===== config.mk =====
export PLATFORM = sky130hd
export DESIGN_NAME = mat_mult_sequencer
export DESIGN_NICKNAME = d
export VERILOG_FILES = /design/src/rtl/mat_pkg.sv /design/src/rtl/mat_seq_timeout.sv /design/src/rtl/mat_mult_sequencer.sv
export SDC_FILE = /design/constraint.sdc
export NUM_CORES = 2
export LEC_CHECK = 0
export BUFFER_PORTS_ARGS = -buffer_cell sky130_fd_sc_hd__buf_4
export CORE_AREA = 5 5 412 414
export CTS_CLUSTER_SIZE = 28
export DETAILED_ROUTE_END_ITERATION = 16
export DIE_AREA = 0 0 417 419
export PLACE_DENSITY_LB_ADDON = 0.2
export REMOVE_ABC_BUFFERS = 1
export SYNTH_ARGS = -nofsm -noshare
export SYNTH_HDL_FRONTEND = slang
export SYNTH_HIERARCHICAL = 1
export SYNTH_SLANG_ARGS = --single-unit

===== constraint.sdc =====
create_clock -name clk -period 3.3 [get_ports clk]
set_clock_uncertainty 0.2 [all_clocks]
set_input_delay 0.495 -clock clk [delete_from_list [all_inputs] [get_ports clk]]
set_output_delay 0.495 -clock clk [all_outputs]
set_load 0.1 [all_outputs]

===== src/rtl/mat_pkg.sv =====
// Shared definitions for the matrix-multiply sequencer: sizes, FSM states, element indexing.
package mat_pkg;

    localparam int unsigned MAT_N  = 4;
    localparam int unsigned ELEM_W = 16;
    localparam int unsigned MAT_W  = 256;

    typedef enum logic [3:0] {
        S_IDLE,
        S_RD_A,
        S_LD_A,
        S_WT_A,
        S_RD_B,
        S_LD_B,
        S_WT_R,
        S_WR,
        S_DONE
    } seq_state_t;

    // Row-major element [i][j] starts at this bit of a matrix word.
    function automatic int unsigned elem_lsb(input int unsigned i, input int unsigned j);
        return i * MAT_N * ELEM_W + ELEM_W * j;
    endfunction

endpackage


===== src/rtl/mat_seq_timeout.sv =====
// Per-state watchdog: reloads on every state change, counts down while enabled,
// and flags expiry on the TIMEOUT-th enabled cycle in the same state.
module mat_seq_timeout #(
    parameter int unsigned TIMEOUT = 64
) (
    input  logic clk,
    input  logic rst_n,
    input  logic load,
    input  logic en,
    output logic expire
);

    localparam int unsigned CW = (TIMEOUT > 2) ? $clog2(TIMEOUT) : 1;
    localparam logic [CW-1:0] LOAD_VAL = CW'(TIMEOUT - 1);

    logic [CW-1:0] count;

    always_ff @(posedge clk) begin
        if (!rst_n) begin
            count <= '0;
        end else if (load) begin
            count <= LOAD_VAL;
        end else if (en && count != '0) begin
            count <= count - CW'(1);
        end
    end

    assign expire = en && (count == '0);

endmodule


===== src/rtl/mat_mult_sequencer.sv =====
// Command sequencer: reads operands A and B, feeds them to the 4x4 multiplier, writes the product back.
// Define MAT_SEQ_PERF_EN to add the perf_cycles / perf_cmds counters.
module mat_mult_sequencer
    import mat_pkg::*;
#(
    parameter int unsigned ADDR_W  = 8,
    parameter int unsigned TIMEOUT = 64,
    parameter int unsigned DATA_W  = MAT_W
) (
    input  logic              clk,
    input  logic              rst_n,
    input  logic              cmd_valid,
    output logic              cmd_ready,
    input  logic [ADDR_W-1:0] cmd_src_a,
    input  logic [ADDR_W-1:0] cmd_src_b,
    input  logic [ADDR_W-1:0] cmd_dst,
    output logic              mem_req,
    output logic              mem_we,
    output logic [ADDR_W-1:0] mem_addr,
    output logic [DATA_W-1:0] mem_wdata,
    input  logic [DATA_W-1:0] mem_rdata,
    input  logic              mem_ack,
    output logic              mult_en,
    output logic              mult_rw,
    output logic [DATA_W-1:0] mult_data,
    input  logic [DATA_W-1:0] mult_result,
    input  logic              mult_flag,
`ifdef MAT_SEQ_PERF_EN
    output logic [31:0]       perf_cycles,
    output logic [15:0]       perf_cmds,
`endif
    output logic              busy,
    output logic              done,
    output logic              err
);

    seq_state_t        state, state_nx;
    logic [ADDR_W-1:0] src_a_q, src_b_q, dst_q;
    logic [DATA_W-1:0] op_a, op_b, res;
    logic              flag_q, fall_seen, rise;
    logic              abort, tmo_en, expire;

    assign tmo_en = (state == S_RD_A) || (state == S_WT_A) || (state == S_RD_B) ||
                    (state == S_WT_R) || (state == S_WR);

    // Product is ready only on a rising flag that follows a fall seen in WT_R.
    assign rise = fall_seen && !flag_q && mult_flag;

    mat_seq_timeout #(.TIMEOUT(TIMEOUT)) u_timeout (
        .clk    (clk),
        .rst_n  (rst_n),
        .load   (state_nx != state),
        .en     (tmo_en),
        .expire (expire)
    );

    always_comb begin
        state_nx = state;
        abort    = 1'b0;
        case (state)
            S_IDLE: if (cmd_valid) state_nx = S_RD_A;
            S_RD_A: if (mem_ack) state_nx = S_LD_A; else if (expire) abort = 1'b1;
            S_LD_A: state_nx = S_WT_A;
            S_WT_A: if (mult_flag) state_nx = S_RD_B; else if (expire) abort = 1'b1;
            S_RD_B: if (mem_ack) state_nx = S_LD_B; else if (expire) abort = 1'b1;
            S_LD_B: state_nx = S_WT_R;
            S_WT_R: if (rise) state_nx = S_WR; else if (expire) abort = 1'b1;
            S_WR:   if (mem_ack) state_nx = S_DONE; else if (expire) abort = 1'b1;
            S_DONE: state_nx = S_IDLE;
            default: state_nx = S_IDLE;
        endcase
        if (abort) state_nx = S_IDLE;
    end

    always_ff @(posedge clk) begin
        if (!rst_n) begin
            state     <= S_IDLE;
            src_a_q   <= '0;
            src_b_q   <= '0;
            dst_q     <= '0;
            op_a      <= '0;
            op_b      <= '0;
            res       <= '0;
            flag_q    <= 1'b0;
            fall_seen <= 1'b0;
            err       <= 1'b0;
        end else begin
            state  <= state_nx;
            err    <= abort;
            flag_q <= mult_flag;
            case (state)
                S_IDLE: if (cmd_valid) begin
                    src_a_q <= cmd_src_a;
                    src_b_q <= cmd_src_b;
                    dst_q   <= cmd_dst;
                end
                S_RD_A: if (mem_ack) op_a <= mem_rdata;
                S_RD_B: if (mem_ack) op_b <= mem_rdata;
                S_WT_R: begin
                    if (rise) res <= mult_result;
                    if (state_nx != S_WT_R) fall_seen <= 1'b0;
                    else if (flag_q && !mult_flag) fall_seen <= 1'b1;
                end
                default: ;
            endcase
        end
    end

    assign cmd_ready = (state == S_IDLE);
    assign busy      = (state != S_IDLE);
    assign done      = (state == S_DONE);
    assign mem_req   = (state == S_RD_A) || (state == S_RD_B) || (state == S_WR);
    assign mem_we    = (state == S_WR);
    assign mem_wdata = (state == S_WR) ? res : '0;
    assign mult_en   = (state == S_LD_A) || (state == S_LD_B);
    assign mult_rw   = mult_en;

    always_comb begin
        mem_addr  = '0;
        mult_data = '0;
        case (state)
            S_RD_A: mem_addr = src_a_q;
            S_RD_B: mem_addr = src_b_q;
            S_WR:   mem_addr = dst_q;
            S_LD_A: mult_data = op_a;
            S_LD_B: mult_data = op_b;
            default: ;
        endcase
    end

`ifdef MAT_SEQ_PERF_EN
    logic [31:0] busy_cnt;

    // busy_cnt holds the cycles already spent; the DONE cycle itself is added on latch.
    always_ff @(posedge clk) begin
        if (!rst_n) begin
            busy_cnt    <= '0;
            perf_cycles <= '0;
            perf_cmds   <= '0;
        end else begin
            busy_cnt <= (state == S_IDLE) ? '0 : busy_cnt + 32'd1;
            if (state == S_DONE) begin
                perf_cycles <= busy_cnt + 32'd1;
                perf_cmds   <= perf_cmds + 16'd1;
            end
        end
    end
`endif

endmodule


==> impl_results.md <==
* Commonest non-fill, non-tap cells in the layout: nand2_1 (1589), buf_4 (894), dfxtp_1 (801)
* Starting Density at 20.7%
* IO Port Bufs at 1068
* Die area at 175000 um^2
* Layout area overhead at 69.4%
* Leak Pwr at 0.0229 uW
* Worst Tran Pin Value at 0.641 ns
* Worst-path clk slew at 0.06 ns
* Req. time, crit path at 2.60 ns
* Mapped Cells at 4175
* Synth Cell Area at 34400 um^2
* Internal power at 18200 uW
* Worst EP arrival at 2.51 ns
* Std-Cell Rows at 150
* Synth Area in Simple Gates at 23.2%
* Global-route wire length before repair at 250000 um
* Final hold vios at 0
* Core Footprint at 166000 um^2
* Top_reg_cell synth: dfxtp_1
* Layout cell share with drive strength beyond 1 at 26.6%
* EDFF count, synth at 0
* CTS tree: built
* Post-detail-place hpwl at 127000 um
* Routed len/inst at 22.4 um
* Vias in the first global route at 35000
* Fin util at 35.1%
* RR Endpoint: u_timeout/count[3]
* Slew margin rel. at 57.2%
* R2r setup slk at 0.46 ns
* Largest net degree at the start of global routing at 137
* Post-synthesis xor/xnor area fraction at 0.0510%
* DRC at 0
* CP max-delay cell: dfxtp_4
* Ranking of synthesized cells by area: dfxtp_1 (47%), nand2_1 (17%), a21boi_1 (10%)
* Combinational cell fraction of total power at 11.7%
* Top layer in use: met5
* Minimum clock period at 3.21 ns
* Post-synthesis compound-gate area fraction at 24.7%
* Syn avg cell area at 8.23 um^2
* CP startpoint kind: flip-flop
* Total GRT Usage at 19.3%
* Crit-path max cell delay at 0.36 ns
* Pwr Total at 24500 uW
* Status: complete, no violations
* Synth area leader: dfxtp_1
* Drt pass-1 iters at 5
* Synth warn at 6
* CP max FO at 15
* WL met1 at 69900 um
* Buf/Inv on CP at 6
* Drt total wl at 179000 um
* Initial drt markers at 2375
* Final worst-path cycle share at 97.1%
* DR vias at 34800
* Hold EP: res[94]
* Clk network pwr share at 47.2%
* Clock sink count at 805
* Crit end category: output port
* DIE HEIGHT at 419 um
* Critical R2R Launch: state[2]
* Critical path class: flip-flop to output port
* PD cells at 420 nW/um^2
* Mux contribution to synthesized area at 0.0619%
* Final #Nets at 6225
* Initial antenna violation count at 29
* Max Cap Violations at 0
* F_max at 312 MHz
* Post-synthesis register bit count at 805
* Seq/Total Area, Yosys at 46.9%
* Met2 routed WL at 86600 um
* WHS at 0.126 ns
* Seq pwr share at 41.1%
* Largest family of logic cells by synthesized area: compound AO/OA/AOI/OAI gates
* Clk buf depth at 3
* Adder-Cell Fraction of Synth Area at 0.0728%
* RSZ-0062 raised after global routing: yes
* Number of fillers in the final layout at 17200
* Worst hold path type: input port to flip-flop
* Synth top area share at 46.9%
* Most common cell after layout, fill and taps aside: nand2_1
* TritonCTS Buffers at 102
* Root buf cell: clkbuf_16
* GR Overflow Total at 0
* Clock Latency Late Sink at 0.68 ns
* Routed met3 length at 11800 um
* Top cell family by delay on the critical path: buffers and inverters
* Max H-tree Level at 3
* Max-slew violation count at 0
* Routed Antenna Nets at 0
* Vias per cell at 4.35
* IO Count at 1069
* Cell Chain, Critical Path: buf_8 > nand2b_4 > nor2_4 > buf_6 > buf_16 > buf_12 > buf_16 > a22o_1 > buf_12
* Worst vdd ir at 0.388 mV
* Hold Path Depth at 3
* Sw Pwr at 6300 uW
* Placer Congestion at 0.902
* Hold_sp: mult_result[94]
* R2R depth at 9
* Post-synth cell types at 55
* Sw frac at 25.8%
* Levels on crit path at 9
* Setup Viol. Count Final at 0
* Die W at 417 um
* Post-synthesis async set-or-reset flop share at 0%
cell type report:
type | instances | area, um^2 | area share, %
diodes | 20 | 50.0 | 0.0860
clock buffers | 155 | 3010 | 5.17
clock inverters | 32 | 449 | 0.772
inverters | 14 | 52.6 | 0.0903
multi-input cells | 2994 | 17600 | 30.2
flip-flops and latches | 805 | 16100 | 27.7
well taps | 2204 | 2760 | 4.74
repair buffers | 1765 | 18200 | 31.3
how the worst max path moves through the flow:
stage,start,endpoint,slack (ns)
2_1_floorplan,state[1],mult_en,-13.09
4_1_cts,state[0],mult_data[103],-0.07
3_5_place_dp,state[1],mult_data[182],0.26
3_3_place_gp,state[1],mult_data[182],0.25
6_report,state[1],mult_data[103],0.09
5_1_grt,state[1],mult_data[103],-0.02
logic make-up (layout without fill, tap and decap cells):
logic type,Yosys count,count (layout)
xor gates and xnor gates,2,2
AOI/OAI and AO/OA,1085,1085
and+or+nand+nor,1903,1903
DFF,805,805
adders and majority gates,2,2
muxes,2,2
other,0,20
buffers and inverters,376,1966
worst reg2reg max path, delay by kind of cell (launching register included):
family | cells | cell delay, ns
buffers and inverters | 1 | 0.22
AND/OR/NAND/NOR | 2 | 0.67
AO/OA/AOI/OAI | 6 | 1.19
flip-flops | 1 | 0.44
flip-flops by register name, summed over array words and instances (netlist names):
signal	cells
dst_q	8
err	1
fall_seen	1
flag_q	1
op_a	256
op_b	256
res	256
src_a_q	8
src_b_q	8
state	4
u_timeout/count	6
layer usage:
metal,GRT usage [%],up-vias
li1,-,16800
met1,22.1,16600
met2,32.9,1046
met3,5.29,307
met4,9.95,8
met5,0,-
power groups by stage:
| stage | Combinational [uW] | Clock, uW | Sequential [uW] |
|---|---|---|---|
| 4_1_cts | 2830 | 11900 | 10000 |
| 2_1_floorplan | 937 | 0 | 10200 |
| 6_report | 2860 | 11500 | 10100 |
| 3_5_place_dp | 2090 | 0 | 10300 |
| 5_1_grt | 3040 | 12300 | 10100 |
| 3_3_place_gp | 2080 | 0 | 10300 |
synth_stat cells, drive strengths merged (4+ instances only):
library cell  instances
a22o                256
buf                 149
and2                263
dfxtp               805
nand2b                5
clkbuf              213
inv                  14
a21oi                 6
nand2              1592
o21ai                 5
a222oi                8
o21a                  4
nor3                  8
a21boi              793
nor2                 12
per-stage QoR:
step,area [um^2],setup slack [ns],instances,setup TNS [ns]
5_1_grt,58200,-0.0183,7984,-0.0218
2_1_floorplan,32700,-13.09,3813,-7628.28
6_report,58200,0.0941,7989,0
3_5_place_dp,45200,0.259,7204,0
4_1_cts,57200,-0.0661,7962,-1.26
3_3_place_gp,45200,0.247,7204,0
what timing repair did:
item,4_1_cts,5_1_grt
pin swaps,5,13
cloned,12,6
setup buffers,24,3
hold endpoints to repair,791,0
resized for setup,577,156
endpoints found under the setup margin,520,257
hold buffers,535,0
Note: power is estimated with default switching activity, not from simulation.
